--- src/rtl/seg7_pkg.sv ---
// seg7_pkg: shared 7-segment pattern table (active-low form) for the scan decoder.
package seg7_pkg;
    localparam logic [6:0] SEG7_BLANK = 7'h7F;
    localparam logic [6:0] SEG7_PAT [16] = '{
        7'b1000000, 7'b1111001, 7'b0100100, 7'b0110000,
        7'b0011001, 7'b0010010, 7'b0000010, 7'b1111000,
        7'b0000000, 7'b0010000, 7'b0001000, 7'b0000011,
        7'b1000110, 7'b0100001, 7'b0000110, 7'b0001110
    };
endpackage

--- src/rtl/seg7_to_hex.sv ---
// seg7_to_hex: active-low segment pattern -> {hit, nibble}.
// SEG7_SCAN_DEC_ONLY_EN restricts accepted patterns to the decimal digits 0..9.
module seg7_to_hex
    import seg7_pkg::*;
(
    input  logic [6:0] pat_i,
    output logic       hit_o,
    output logic [3:0] nib_o
);
`ifdef SEG7_SCAN_DEC_ONLY_EN
    localparam int N = 10;
`else
    localparam int N = 16;
`endif
    always_comb begin
        hit_o = 1'b0;
        nib_o = 4'd0;
        for (int k = 0; k < N; k++)
            if (pat_i == SEG7_PAT[k]) begin
                hit_o = 1'b1;
                nib_o = 4'(k);
            end
    end
endmodule

--- src/rtl/seg7_scan_decoder.sv ---
// seg7_scan_decoder: snoops a scanned seg/anode bus, captures settled digits, publishes whole frames.
// SEG7_SCAN_DEC_ONLY_EN (via seg7_to_hex) makes hex patterns A..F decode as illegal.
module seg7_scan_decoder
    import seg7_pkg::*;
#(
    parameter int DIGITS        = 4,
    parameter int INVERT        = 1,
    parameter int STABLE_CYCLES = 4
) (
    input  logic                  clk,
    input  logic                  rst_n,
    input  logic [6:0]            seg,
    input  logic [DIGITS-1:0]     an,
    output logic [4*DIGITS-1:0]   hex_out,
    output logic [DIGITS-1:0]     digit_ok,
    output logic                  frame_vld,
    output logic                  err
);
    localparam logic [7:0] CMAX = 8'(STABLE_CYCLES);
    localparam logic [7:0] CSTRB = 8'(STABLE_CYCLES - 2);

    logic [6:0]          seg_q, seg_p_q;
    logic [DIGITS-1:0]   an_q, an_p_q;
    logic [7:0]          cnt_q, cnt_d;
    logic [4*DIGITS-1:0] sh_q, sh_d, hex_q, hex_d;
    logic [DIGITS-1:0]   sh_ok_q, sh_ok_d, ok_q, ok_d, seen_q, seen_d;
    logic                fv_q, err_q, err_d;
    logic                diff, strobe, commit, hit;
    logic [6:0]          pat;
    logic [3:0]          nib;

    assign pat = (INVERT != 0) ? seg_q : ~seg_q;

    seg7_to_hex u_dec (.pat_i(pat), .hit_o(hit), .nib_o(nib));

    // Strobe on the edge where the counter reaches STABLE_CYCLES-1; saturation prevents re-capture.
    always_comb begin
        diff    = {an_q, seg_q} != {an_p_q, seg_p_q};
        cnt_d   = diff ? 8'd0 : (cnt_q == CMAX ? cnt_q : cnt_q + 8'd1);
        strobe  = !diff && cnt_q == CSTRB;
        commit  = &seen_q;
        hex_d   = commit ? sh_q : hex_q;
        ok_d    = commit ? sh_ok_q : ok_q;
        seen_d  = commit ? '0 : seen_q;
        sh_d    = sh_q;
        sh_ok_d = sh_ok_q;
        err_d   = 1'b0;
        if (strobe && an_q != '0) begin
            if (!$onehot(an_q))
                err_d = 1'b1;
            else
                for (int i = 0; i < DIGITS; i++)
                    if (an_q[i]) begin
                        sh_d[4*i +: 4] = hit ? nib : 4'd0;
                        sh_ok_d[i]     = hit;
                        seen_d[i]      = 1'b1;
                        err_d          = !hit;
                    end
        end
    end

    always_ff @(posedge clk or negedge rst_n) begin
        if (!rst_n) begin
            seg_q   <= '0;
            seg_p_q <= '0;
            an_q    <= '0;
            an_p_q  <= '0;
            cnt_q   <= '0;
            sh_q    <= '0;
            sh_ok_q <= '0;
            seen_q  <= '0;
            hex_q   <= '0;
            ok_q    <= '0;
            fv_q    <= 1'b0;
            err_q   <= 1'b0;
        end else begin
            seg_q   <= seg;
            seg_p_q <= seg_q;
            an_q    <= an;
            an_p_q  <= an_q;
            cnt_q   <= cnt_d;
            sh_q    <= sh_d;
            sh_ok_q <= sh_ok_d;
            seen_q  <= seen_d;
            hex_q   <= hex_d;
            ok_q    <= ok_d;
            fv_q    <= commit;
            err_q   <= err_d;
        end
    end

    assign hex_out   = hex_q;
    assign digit_ok  = ok_q;
    assign frame_vld = fv_q;
    assign err       = err_q;
endmodule

--- config.mk ---
export PLATFORM = sky130hd
export DESIGN_NAME = seg7_scan_decoder
export DESIGN_NICKNAME = d
export VERILOG_FILES = /design/src/rtl/seg7_pkg.sv /design/src/rtl/seg7_to_hex.sv /design/src/rtl/seg7_scan_decoder.sv
export SDC_FILE = /design/constraint.sdc
export NUM_CORES = 1
export LEC_CHECK = 0
export CAP_MARGIN = 30
export CORE_ASPECT_RATIO = 0.6
export CORE_UTILIZATION = 55
export CTS_CLUSTER_DIAMETER = 200
export DETAILED_ROUTE_END_ITERATION = 10
export HOLD_SLACK_MARGIN = 0.08
export PLACE_DENSITY = 0.78
export SLEW_MARGIN = 15
export SYNTH_ARGS = -nofsm -noshare
export SYNTH_HDL_FRONTEND = slang
export SYNTH_HIERARCHICAL = 1
export SYNTH_SLANG_ARGS = --single-unit
--- constraint.sdc ---
create_clock -name clk -period 3.7 [get_ports clk]
set_input_delay 0.555 -clock clk [delete_from_list [all_inputs] [get_ports clk]]
set_output_delay 0.555 -clock clk [all_outputs]
set_load 0.05 [all_outputs]
==> summary.md, run 1 <==
| Metric | Value |
|---|---|
| Outcome | `complete, no violations` |
| Vias | `roughly 2.3k` |
| Fill cell count | `between 400 and 500` |
| Fin area | `3990 sq um` |
| GRT Util Overall | `21.0%` |
| Met3 WL post-DR | `274 um` |
| Synth Register Bits | `76` |
| P_int | `1260 uW` |
| Net Sw Power | `369 uW` |
| Worst r2r src | `an_q[0]` |
| Max Slew Vio Count | `0` |
| Dpl cells | `408` |
| Min Tclk post-route | `about 3.1 ns` |
| Post-Syn Instances | `310` |
| Final HPWL DP | `between 4000 and 5000 um` |
| F_max | `0.320 GHz` |
| Row Count | `21` |
| Post-synth top area share | `56.1%` |
| Commonest cells post-synth | `76 x dfrtp_1, 76 x nand2_1, 19 x nor2_1` |
| Pin count of the biggest net entering global routing | `77` |
| Port bufs | `34` |
| Worst EP required | `3.93 ns` |
| Min-Delay Endpoint | `an_p_q[0]` |
| Final WL | `6000 um` |
| Max-Cap Viols | `0` |
| Clock Tree Buf Depth | `2` |
| First-pass GRT wire length | `between 10000 and 15000 um` |
| CTS sink cnt | `76` |
| Critical R2R Capture | `sh_q[10]` |
| Post_cts resized | `0` |
| Crit path largest cell delay | `approximately 0.55 ns` |
| Distinct cells, synth | `44` |
| Share of cells above drive strength 1 | `13.9%` |
| Crit-path slowest cell | `fa_1` |
| Root Driver | `clkbuf_8` |
| Pwr dens | `409 nW/um^2` |
| Fin Setup TNS | `0 ns` |
| Reg2reg path depth | `10` |
| R2R Setup Slk | `0.58 ns` |
| Least-Margin Pin Slew | `roughly 0.62 ns` |
| Worst-path clk slew | `0.08 ns` |
| Unrepaired setup endpoints after global routing | `false` |
| Post-CTS Hold Buffers | `0` |
| Yosys warns | `6` |
| Delay-heaviest family, CP | `adder cells` |
| Path type of the worst setup path | `flip-flop to flip-flop` |
| Die Y | `62.8 um` |
| Gp weighted congestion | `0.803` |
| Fin crit share | `84.4%` |
| Startpoint types | `flip-flop` |
| Die W | `~100 um` |
| EDFF count, synth | `0` |
| Static Leak | `slightly below 0.002 uW` |
| Sequential cell area | `1900 sq um` |
| Post-synth top area cell | `dfrtp_1` |
| Setup Viol. Count Final | `0` |
| Vias in the first global route | `2214` |
| DRT Pass-1 Iters | `4` |
| Layout area overhead | `17.7%` |
| Area after DPL | `approximately 3700 sq um` |
| Worst path buffer plus inverter count | `2` |
| Fraction of registers with async set or reset after synthesis | `100%` |
| Worst path depth | `10` |
| Post-route DRC | `0` |
| Min-delay worst type | `flip-flop to flip-flop` |
| Clock power share | `42.3%` |
| Skew final | `0.00683 ns` |
| Most area-consuming cells after synthesis | `dfrtp_1 56%, nand2_1 8.4%, mux2_2 5.0%` |
| Initial DRC count | `146` |
| Logic pwr share | `4.8%` |
| Final hold violation count | `0` |
| WL met1 | `2950 um` |
| Nets | `361` |
| Seq pwr share | `~53%` |
| Routed len/inst | `14.1 um` |
| Switching share of total power | `22.6%` |
| CP max FO | `6` |
| Rel. slew slack | `58.6%` |
| Total global routing overflow | `0` |
| CP cell instances | `inv_1, fa_1, inv_1, ha_1, ha_1, nor2_1, nand2_1, a2111oi_4, or3b_1, mux2_4` |
| Main synth FF type | `dfrtp_1` |
| Highest metal used | `met4` |
| Initial antenna violation count | `0` |
| Worst endpoint data arrival time | `3.36 ns` |
| Antenna diode count | `0` |
| Syn_nets | `330` |
| CTS buffer count | `9` |
| TritonCTS clock tree | `built` |
| H-tree level count | `3` |
| Die area | `~6500 sq um` |
| Met2 wire length | `2700 um` |
| Routed vias/inst | `around 5.4` |
| Initial Util | `58.9%` |
| Register area share after synthesis | `56.1%` |
| Hold path start | `an_q[0]` |
| Area of the multi-input gates | `1340 sq um` |
| Routed Antenna Nets | `0` |
| Layout Cells excl Fill | `426` |
| Peak VDD IR | `0.269 mV` |
| Worst-skew pair later-pin latency | `0.34 ns` |
| Hold Path Cell Cnt | `0` |
| CP Capture Type | `flip-flop` |
| Core area | `5750 sq um` |
| Mean Syn Cell Area | `around 11 sq um` |
| Io pins | `35` |
| Setup Buffers After CTS | `0` |
| Synthesized area | `3390 sq um` |
cells by family (layout without fill, tap and decap cells):
family,count (synthesis),in the layout,synth area share (%)
and+or+nand+nor,146,146,21.2
DFF,76,76,56.1
buffers and inverters,27,63,4.28
muxes,20,20,7.20
AOI/OAI and AO/OA,17,17,4.02
xor gates and xnor gates,17,17,4.39
adders and majority gates,7,7,2.80
placed cells by master, fill, tap and decap left out, drive strengths merged, types with 6 or more instances in the layout:
cell           netlist  routed
nand2               76      76
dfrtp               76      76
clkdlybuf4s50        0      33
nor2                20      20
mux2                20      20
xor2                16      16
inv                 10      11
nand3               10      10
clkbuf               5       9
nand4                9       9
ha                   6       6
nor3                 6       6
power groups by stage:
| stage | sequential (uW) | combinational, uW | clock, uW |
|---|---|---|---|
| after floorplan | 867 | 51.3 | 0 |
| after detailed placement | 879 | 74.6 | 0 |
| after global routing | 865 | 88.3 | 742 |
| after global placement | 878 | 72.2 | 0 |
| final | 863 | 78.0 | 690 |
| after CTS | 862 | 74.7 | 709 |
state kept, by name, indices dropped and copies added, names as in the netlist, 7 cells and up:
name and count:
cnt_q 8, pat 7, seg_p_q 7, hex_out 16, sh_q 16
per-stage QoR:
stage	utilization, %	hold slack, ns	worst slack, ns	total power, uW
after CTS	68.7	0.366	0.580	1650
after global routing	69.3	0.453	0.386	1700
after global placement	64.8	0.397	0.693	950
after detailed placement	64.8	0.411	0.591	953
final	69.3	0.425	0.577	1630
after floorplan	-	0.259	0.821	918
final cells by class:
| class | instances | area share [%] |
|---|---|---|
| inverter | 10 | 0.941 |
| multi-input combinational | 207 | 33.7 |
| clock inverter | 7 | 2.51 |
| sequential | 76 | 47.7 |
| timing repair buffer | 37 | 9.60 |
| clock buffer | 9 | 3.10 |
| tap | 80 | 2.51 |
worst max path at each step:
| stage | to | slack (ns) | from |
|---|---|---|---|
| after floorplan | sh_ok_q[2] | 0.82 | an_q[0] |
| after global placement | sh_q[10] | 0.69 | an_q[0] |
| after detailed placement | sh_q[10] | 0.59 | an_q[0] |
| after CTS | sh_ok_q[2] | 0.58 | an_q[0] |
| after global routing | sh_q[8] | 0.39 | an_q[0] |
| final | sh_q[10] | 0.58 | an_q[0] |
routing by layer:
layer | vias up | GRT usage (%)
li1 | 1089 | -
met1 | 1122 | 29.4
met2 | 62 | 31.0
met3 | 11 | 6.26
met4 | 0 | 7.57
met5 | - | 0
Power figures use the tool's default switching activity.
==> run 2, diff against run 1 <==
CORE_UTILIZATION = 51   (was 55)
PLACE_DENSITY = 0.76   (was 0.78)
clock period = 2.8 ns   (was 3.7 ns; I/O delays follow)
==> run 2 against run 1 <==
The run now ends with setup timing left; largest power group unchanged; first-iteration DRC count is 11% lower; clock power increased by 16%; register-to-register slack worse by 0.58 ns; largest cell class unchanged; fmax increased by 11%; clock-buffer cell count unchanged; design area increased by 2.1%; via count is 0.96% lower; highest routed layer unchanged; global-route usage is 0.81 points lower; critical path type unchanged.
==> summary.md, run 2 (synthesis gave the netlist of run 1 again) <==
| Metric | Value |
|---|---|
| Failing checks | `setup timing` |
| Total power | `2070 uW (+27%)` |
| Gp weighted congestion | `0.775 (-3.5%)` |
| Clock Tree Buf Depth | `2 (unchanged)` |
| Root Driver | `clkbuf_8` |
| Final HPWL DP | `4100 um (+0.49%)` |
| Unrepaired setup endpoints after global routing | `true` |
| Antenna diode count | `0 (unchanged)` |
| H-tree level count | `3 (unchanged)` |
| Pin count of the biggest net entering global routing | `77 (unchanged)` |
| Routed len/inst | `13.9 um (-1.2%)` |
| TritonCTS clock tree | `built` |
| Setup Viol. Count Final | `4 (+4)` |
| Fin crit share | `100% (+16 points)` |
| Worst EP required | `3.04 ns (-0.89 ns)` |
| Max-Cap Viols | `0 (unchanged)` |
| GRT Util Overall | `20.2% (-0.81 points)` |
| Die Y | `65.2 um (+3.7%)` |
| Nets | `371 (+2.8%)` |
| CTS sink cnt | `76 (unchanged)` |
| Highest metal used | `met4` |
| Fill cell count | `514 (+22%)` |
| CTS buffer count | `9 (unchanged)` |
| F_max | `0.356 GHz (+11%)` |
| Worst-skew pair later-pin latency | `0.35 ns (about the same)` |
| Commonest non-fill, non-tap cell in the layout | `dfrtp_1` |
| Max Slew Vio Count | `0 (unchanged)` |
| Worst-path clk slew | `0.08 ns (about the same)` |
| Static Leak | `0.00197 uW (+1.4%)` |
| First-pass GRT wire length | `10500 um (+2.7%)` |
| Startpoint types | `flip-flop` |
| Port bufs | `34 (unchanged)` |
| WL met1 | `3030 um (+2.7%)` |
| Share of cells above drive strength 1 | `19.4% (+5.5 points)` |
| Min Tclk post-route | `2.81 ns (-0.318 ns)` |
| Post-route DRC | `0 (unchanged)` |
| Outcome | `complete, but fails checks` |
| DRT Pass-1 Iters | `4 (unchanged)` |
| Rel. slew slack | `60.2% (+1.6 points)` |
| Routed Antenna Nets | `0 (unchanged)` |
| Total global routing overflow | `0 (unchanged)` |
| Worst setup slack after layout | `-0.00558 ns (-0.582 ns)` |
| Least-Margin Pin Slew | `0.597 ns (-0.0236 ns)` |
| Final hold violation count | `0 (unchanged)` |
| Initial DRC count | `130 (-11%)` |
| Core area | `6280 sq um (+9.1%)` |
| Layout Utilization | `64.9% (-4.4 points)` |
| Layout Cells excl Fill | `440 (+3.3%)` |
| Dpl cells | `420 (+2.9%)` |
| Initial Util | `54.0% (-4.9 points)` |
| Skew final | `0.00856 ns (+0.00173 ns)` |
| Most frequent cells in the layout | `76 x dfrtp_1, 75 x nand2_1, 33 x clkdlybuf4s50_1, 18 x nor2_1, 16 x xor2_1` |
| Vias in the first global route | `2172 (-1.9%)` |
| Layout area overhead | `20.2%` |
| CP Capture Type | `flip-flop` |
| Path type of the worst setup path | `flip-flop to flip-flop` |
| Met3 WL post-DR | `356 um (+30%)` |
| Met2 wire length | `2670 um (-0.93%)` |
| Row Count | `22 (+4.8%)` |
| CP max FO | `6 (unchanged)` |
| Die area | `6990 sq um (+7.6%)` |
| Worst endpoint data arrival time | `3.04 ns (-0.32 ns)` |
| Io pins | `35 (unchanged)` |
| Final WL | `6120 um (+2.0%)` |
| Min-delay worst type | `flip-flop to flip-flop` |
| Peak VDD IR | `0.287 mV (+6.6%)` |
| Routed vias/inst | `5.14 (-4.1%)` |
| Pwr dens | `508 nW/um^2 (+24%)` |
| Vias | `2262 (-0.96%)` |
| Die W | `107 um (+3.8%)` |
| Initial antenna violation count | `0 (unchanged)` |
run 2: cell types whose count changed in the layout (fill, tap and decap cells not counted), sizes merged:
| cell | previous run | this run |
|---|---|---|
| bufinv | 2 | 1 |
| inv | 11 | 10 |
| buf | 3 | 13 |
| clkinvlp | 0 | 3 |
| clkinv | 4 | 3 |
run 2: final cells by class:
| cell class | count | area, sq um | share of cell area (%) |
|---|---|---|---|
| Tap cell | 84 | 105 | 2.58 |
| Timing Repair Buffer | 47 | 450 | 11.1 |
| Clock inverter | 7 | 67.6 | 1.66 |
| Sequential cell | 76 | 1900 | 46.7 |
| Clock buffer | 9 | 124 | 3.04 |
| Inverter | 10 | 37.5 | 0.921 |
| Multi-Input combinational cell | 207 | 1390 | 34.1 |
run 2: layer usage:
metal | vias to the layer above | GRT usage (%)
met5 | - | 0
met4 | 0 | 7.19
met3 | 8 | 6.94
met2 | 69 | 29.0
met1 | 1076 | 28.6
li1 | 1109 | -
run 2: power breakdown:
part	switching [uW]	internal (uW)	total, uW	leakage [uW]
clock network	397	406	803	0.0000910
logic	73.0	63.1	136	0.000871
registers	19.4	1110	1130	0.00101
run 2: path summary, 6_finish.rpt:
path                               from  cells after the start  slack (ns)     endpoint
max in group asynchronous         rst_n                      3        1.66     cnt_q[2]
worst min-delay path            sh_q[2]                      2        0.47   hex_out[2]
worst max register to register  an_q[3]                     10      -0.006     sh_q[10]
min in group asynchronous         rst_n                      2        0.58  hex_out[11]
worst min register to register  sh_q[2]                      2        0.47   hex_out[2]
worst max-delay path            an_q[3]                     10      -0.006     sh_q[10]
run 2: repair_timing:
| action | in CTS | in global routing |
|---|---|---|
| pin swaps | 0 | 5 |
| setup endpoints to repair | 20 | 20 |
| gates resized for setup | 2 | 10 |
| endpoints found under the hold margin | 0 | 38 |
| hold buffers | 0 | 1 |
| buffers inserted | 0 | 2 |
run 2: per-stage QoR:
stage                     cell area (sq um)  setup WS, ns  TNS (ns)  hold slack, ns
after global routing                   4080        -0.141     -2.12           0.483
after detailed placement               3790       -0.0730    -0.761           0.453
after global placement                 3790        0.0115         0           0.452
after CTS                              3990       -0.0436    -0.378           0.231
final                                  4080      -0.00558   -0.0161           0.473
after floorplan                        3390        0.0642         0           0.124
run 2: worst max-delay path, stage by stage (launching register included):
cell and delay [ns]:
dfrtp_1 0.36, inv_2 0.05, fa_1 0.54, inv_2 0.05
ha_4 0.15, ha_4 0.24, nor2_4 0.08, nand2_2 0.07
a2111oi_4 0.35, or3b_4 0.49, mux2_4 0.32
